**src/rtl/mul_lopd_norm_pipe.sv**
```systemverilog
// Two-stage leading-one detector and normaliser for the multiplier mantissa product.
// Stage 1 counts per byte; stage 2 merges the counts, applies the shift cap and shifts.
module mul_lopd_norm_pipe #(
  parameter  int unsigned WIDTH = 24,
  localparam int unsigned LZW   = $clog2(WIDTH)
) (
  input  logic             i_clk,
  input  logic             i_rst,
  input  logic             i_valid,
  output logic             o_ready,
  input  logic [WIDTH-1:0] i_data,
  input  logic [LZW-1:0]   i_max_shift,
  output logic             o_valid,
  input  logic             i_ready,
  output logic [LZW-1:0]   o_lzc,
  output logic [WIDTH-1:0] o_norm,
  output logic             o_zero,
  output logic             o_limited
);

  localparam int unsigned NB = WIDTH / 8;

  if ((WIDTH % 8) != 0 || WIDTH < 8 || WIDTH > 64) begin : g_bad_width
    $error("mul_lopd_norm_pipe: WIDTH must be a multiple of 8 in 8..64");
  end

  // {byte_is_zero, leading_zero_count} of one byte; highest set bit wins
  function automatic logic [3:0] byte_lzc(input logic [7:0] b);
    logic [3:0] r;
    r = 4'b1000;
    for (int i = 0; i < 8; i++) begin
      if (b[i]) r = {1'b0, 3'(7 - i)};
    end
    return r;
  endfunction

  logic                  v1;
  logic [WIDTH-1:0]      s1_data;
  logic [LZW-1:0]        s1_max;
  logic [NB-1:0][2:0]    s1_blzc;
  logic [NB-1:0]         s1_bzero;

  logic                  adv1_c;
  logic                  adv2_c;
  logic [NB-1:0][2:0]    blzc_c;
  logic [NB-1:0]         bzero_c;
  logic                  found_c;
  logic [LZW-1:0]        cnt_c;
  logic [LZW-1:0]        shift_c;
  logic                  limited_c;
  logic [WIDTH-1:0]      norm_c;

  // Elastic handshake: a stage moves when its successor is empty or draining
  always_comb begin
    adv2_c = ~o_valid | i_ready;
    adv1_c = ~v1 | adv2_c;
  end

  assign o_ready = adv1_c;

  // Byte index 0 is the most significant byte
  always_comb begin
    blzc_c  = '0;
    bzero_c = '0;
    for (int j = 0; j < int'(NB); j++) begin
      {bzero_c[j], blzc_c[j]} = byte_lzc(i_data[WIDTH-1-8*j -: 8]);
    end
  end

  always_ff @(posedge i_clk) begin
    if (i_rst) begin
      v1       <= 1'b0;
      s1_data  <= '0;
      s1_max   <= '0;
      s1_blzc  <= '0;
      s1_bzero <= '0;
    end else if (adv1_c) begin
      v1 <= i_valid;
      if (i_valid) begin
        s1_data  <= i_data;
        s1_max   <= i_max_shift;
        s1_blzc  <= blzc_c;
        s1_bzero <= bzero_c;
      end
    end
  end

  // First non-zero byte from the MSB gives the coarse count; cap then shift
  always_comb begin
    found_c = 1'b0;
    cnt_c   = '0;
    for (int j = 0; j < int'(NB); j++) begin
      if (!found_c && !s1_bzero[j]) begin
        found_c = 1'b1;
        cnt_c   = LZW'(8 * j) + LZW'(s1_blzc[j]);
      end
    end
    limited_c = found_c && (cnt_c > s1_max);
    shift_c   = limited_c ? s1_max : cnt_c;
    norm_c    = s1_data << shift_c;
  end

  always_ff @(posedge i_clk) begin
    if (i_rst) begin
      o_valid   <= 1'b0;
      o_lzc     <= '0;
      o_norm    <= '0;
      o_zero    <= 1'b0;
      o_limited <= 1'b0;
    end else if (adv2_c) begin
      o_valid <= v1;
      if (v1) begin
        o_lzc     <= shift_c;
        o_norm    <= norm_c;
        o_zero    <= ~found_c;
        o_limited <= limited_c;
      end
    end
  end

endmodule
```
**config.mk**
```make
export PLATFORM = sky130hd
export DESIGN_NAME = mul_lopd_norm_pipe
export DESIGN_NICKNAME = d
export VERILOG_FILES = /design/src/rtl/mul_lopd_norm_pipe.sv
export SDC_FILE = /design/constraint.sdc
export NUM_CORES = 1
export LEC_CHECK = 0
export ABC_AREA = 1
export ABC_CLOCK_PERIOD_IN_PS = 4950
export BUFFER_PORTS_ARGS = -buffer_cell sky130_fd_sc_hd__buf_2
export CAP_MARGIN = 40
export CORE_MARGIN = 2
export CORE_UTILIZATION = 40
export CTS_CLUSTER_SIZE = 40
export DETAILED_ROUTE_END_ITERATION = 8
export HOLD_SLACK_MARGIN = 0.12
export PLACE_DENSITY = 0.57
export SYNTH_ARGS = -nofsm -noshare
export SYNTH_HDL_FRONTEND = slang
export SYNTH_SLANG_ARGS = --single-unit
```
**constraint.sdc**
```tcl
create_clock -name i_clk -period 4.95 [get_ports i_clk]
set_input_delay 0.7425 -clock i_clk [delete_from_list [all_inputs] [get_ports i_clk]]
set_output_delay 0.7425 -clock i_clk [all_outputs]
set_load 0.05 [all_outputs]
```
==> metrics.md <==
| Metric | Value |
|---|---|
| Largest net degree at the start of global routing | 37 |
| Fillers | approximately 1,200 |
| Worst hold path type | flop to flop |
| CP startpoint kind | flop |
| Synth Cell Area | 4380 um^2 |
| Met3 track demand over resource | 0.0395 |
| GRT met1 Usage | 0.301 |
| FMAX | roughly 280 MHz |
| DPL Wire Length | ~9500 um |
| Drt drc | 0 |
| Reg power frac | 0.353 |
| Post_cts resized | 0 |
| # rows | 38 |
| Initial core utilization | 0.408 |
| Tot Pwr | roughly 0.0019 W |
| Cell internal pwr | ~0.0011 W |
| Pre-Repair DR Iteration Count | 5 |
| Number of global-route vias before repair | 4,260 |
| Final Max Slew Viols | 0 |
| Clock Pin Slew Worst Setup and Hold Paths | approximately 80 ps |
| Gate count of the mapped netlist | approximately 660 |
| Routed Antenna Nets | 0 |
| Clock root buffer | clkbuf_8 |
| Initial antenna violation count | 0 |
| Post-route clock period utilization | 0.720 |
| Result of the run | finished clean |
| Setup TNS | 0 ps |
| Vias | between 4,000 and 5,000 |
| Net Sw Frac | 0.396 |
| Die span in y | ~110 um |
| LEAKAGE | 2.34 nW |
| Worst skew pair latency | 370 ps |
| Synth area leader | dfxtp_1 |
| Die ar. | about 12,000 um^2 |
| H-tree Lvls | 3 |
| Grt peak-use layer | met2 |
| Setup crit end kind | flop |
| Finished Core Util | 0.459 |
| Distinct cell type count after synthesis | 37 |
| Total Wirelength | between 10,000 and 15,000 um |
| Flop and latch count out of synthesis | 74 |
| Endpoints failing setup | 0 |
| Ant. Diodes | 0 |
| Top cell type's share of synthesized area | 0.338 |
| Die width | between 100 and 150 um |
| Total GRT Usage | 0.227 |
| Crit Path Class | flop to flop |
| Core ar. | roughly 11,000 um^2 |
| Combinational Power Share | 0.366 |
| Mean number of vias per cell | 5.24 |
| Postcts setup bufs | 0 |
| Wire per inst | ~15 um |
| Syn avg cell area | 6.66 um^2 |
| Final-report hold violation count | 0 |
| Worst EP arrival | around 3900 ps |
| DRT iter0 DRCs | roughly 270 |
| Largest cells by area after synthesis | dfxtp_1, nand3_1, nand2_1, a21oi_1, inv_1 |
| Gpl congestion | about 0.86 |
| Met2 usage | 0.374 |
| Layout cells sized above 1 | 0.166 |
| Clock network power share | 0.281 |
| Gr ovfl total | 0 |
| First-pass GRT wire length | 20,800 um |
| CTS buffer count | 9 |
| Max-cap violations | 0 |
| Pwr/cell area | about 380 nW/um^2 |
| Unrepaired setup endpoints after global routing | no |
| Worst slew pin tran | around 830 ps |
| Clk buf depth | 2 |
| TritonCTS clock tree | done |
| Register area share after synthesis | 0.338 |
| Total net switching power | ~0.00074 W |
| Fin crit period | about 3600 ps |
| Clock Sinks | 74 |
| Yosys warnings | 0 |
| Area grow syn2layout | 12.7% |
| IO Port Bufs | 65 |
| Slew headroom | 0.442 |
| Setup Skew | 16.6 ps |
| Final net count | between 700 and 800 |
| IO Pins | 66 |
| Peak supply drop | ~0.00016 V |
| Syn nets | around 700 |
| Crit path max fanout | 14 |
| CTS Hold Buffers Added | 0 |
| Worst path required time | roughly 5300 ps |
## cells by family after synthesis
logic type / synth area share
flip-flops: 0.338
buffers and inverters: 0.108
AO/OA/AOI/OAI: 0.173
AND/OR/NAND/NOR: 0.367
adder cells (fa/ha/maj): 0.0143
## path summary, 6_finish.rpt
| path | from | end | slack, ps | depth (start not counted) |
|---|---|---|---|---|
| worst max register to register | s1_bzero[1] | o_norm[19] | 1380 | 18 |
| worst min-delay path | o_norm[6] | o_norm[6] | 460 | 2 |
| worst max-delay path | s1_bzero[1] | o_norm[19] | 1380 | 18 |
| worst min register to register | o_norm[6] | o_norm[6] | 460 | 2 |
## synth_stat cells
cell / count
inv_2: 3
o21ai_2: 4
o21ai_1: 2
nand2_2: 7
nor2_4: 2
nor4_4: 1
nor2_2: 3
o211a_1: 2
nand3_4: 1
a21oi_1: 70
nand2_4: 2
nand4_1: 6
a211oi_1: 2
or2_0: 1
o21ai_4: 2
dfxtp_1: 74
inv_1: 63
buf_6: 5
and2_1: 1
nand2_1: 158
o211ai_1: 6
ha_1: 5
clkbuf_1: 20
a21oi_4: 1
nand3_1: 136
o21ai_0: 41
nor4_1: 2
o311ai_0: 2
buf_1: 1
nand3b_1: 3
buf_4: 3
buf_2: 6
nor2_1: 14
a21oi_2: 1
nand3_2: 5
inv_4: 1
buf_8: 2
## cell usage in the layout (no fill, tap or decap), types with 2 or more instances in the layout
cell,instances
o21ai_2,4
nand2_1,157
nor4_1,2
nor2_2,3
nand2_2,8
o21ai_4,2
dfxtp_1,74
nand4_1,6
ha_1,5
nand2_4,2
nor2_4,2
buf_2,65
o21ai_1,2
a21oi_1,70
nand3b_1,3
a211oi_1,2
o211a_1,2
inv_2,3
nand3_2,5
o311ai_0,2
o21ai_0,41
inv_1,63
nor2_1,14
clkbuf_8,14
o211ai_1,6
nand3_1,136
## final cells by class
class	instances	area, um^2	area share
clock inverter	1	30.0	0.00608
inverter	67	254	0.0514
timing repair buffer	68	375	0.0760
tap	140	175	0.0355
sequential	74	1480	0.300
multi-input combinational	480	2430	0.492
clock buffer	14	193	0.0390
## state kept, by name, indices dropped and copies added, names as in the netlist
| signal | cells |
|---|---|
| o_limited | 1 |
| o_lzc | 5 |
| o_norm | 24 |
| o_valid | 1 |
| o_zero | 1 |
| s1_blzc | 9 |
| s1_bzero | 3 |
| s1_data | 24 |
| s1_max | 5 |
| v1 | 1 |
## power groups by stage
stage	registers (W)	clock network (W)	logic, W
after floorplan	0.000756	0	0.000464
after global placement	0.000675	0	0.000675
after detailed placement	0.000675	0	0.000681
after CTS	0.000662	0.000534	0.000683
after global routing	0.000667	0.000558	0.000769
final	0.000662	0.000528	0.000686
## critical path: stages, from the launching register on
cell,delay (ps)
dfxtp_1,430
nand3_2,160
or2_0,220
nand2_1,120
inv_2,60
ha_1,270
nand2_1,110
nor2_4,50
a21oi_4,190
nand2_4,170
nand2_1,390
nand2_2,310
nand2_1,150
nand3_1,120
nand2_1,160
nand2_1,90
o21ai_0,260
nand2_1,100
a21oi_1,120
## per-layer routing
metal / vias up / wire, um
met1: 2037 / 6040
met4: 0 / 198
met3: 17 / 476
li1: 2285 / -
met5: - / 0
met2: 87 / 5930
## metrics by stage
stage / hold WS, ps / area, um^2 / cells / worst slack (ps)
3_5_place_dp: 454 / 4710 / 829 / 1510
5_1_grt: 479 / 4940 / 844 / 1020
2_1_floorplan: 430 / 4380 / 658 / 2350
6_report: 463 / 4940 / 844 / 1380
3_3_place_gp: 453 / 4670 / 827 / 1450
4_1_cts: 464 / 4940 / 844 / 1480
No activity file was read; power rests on OpenSTA's default activity.
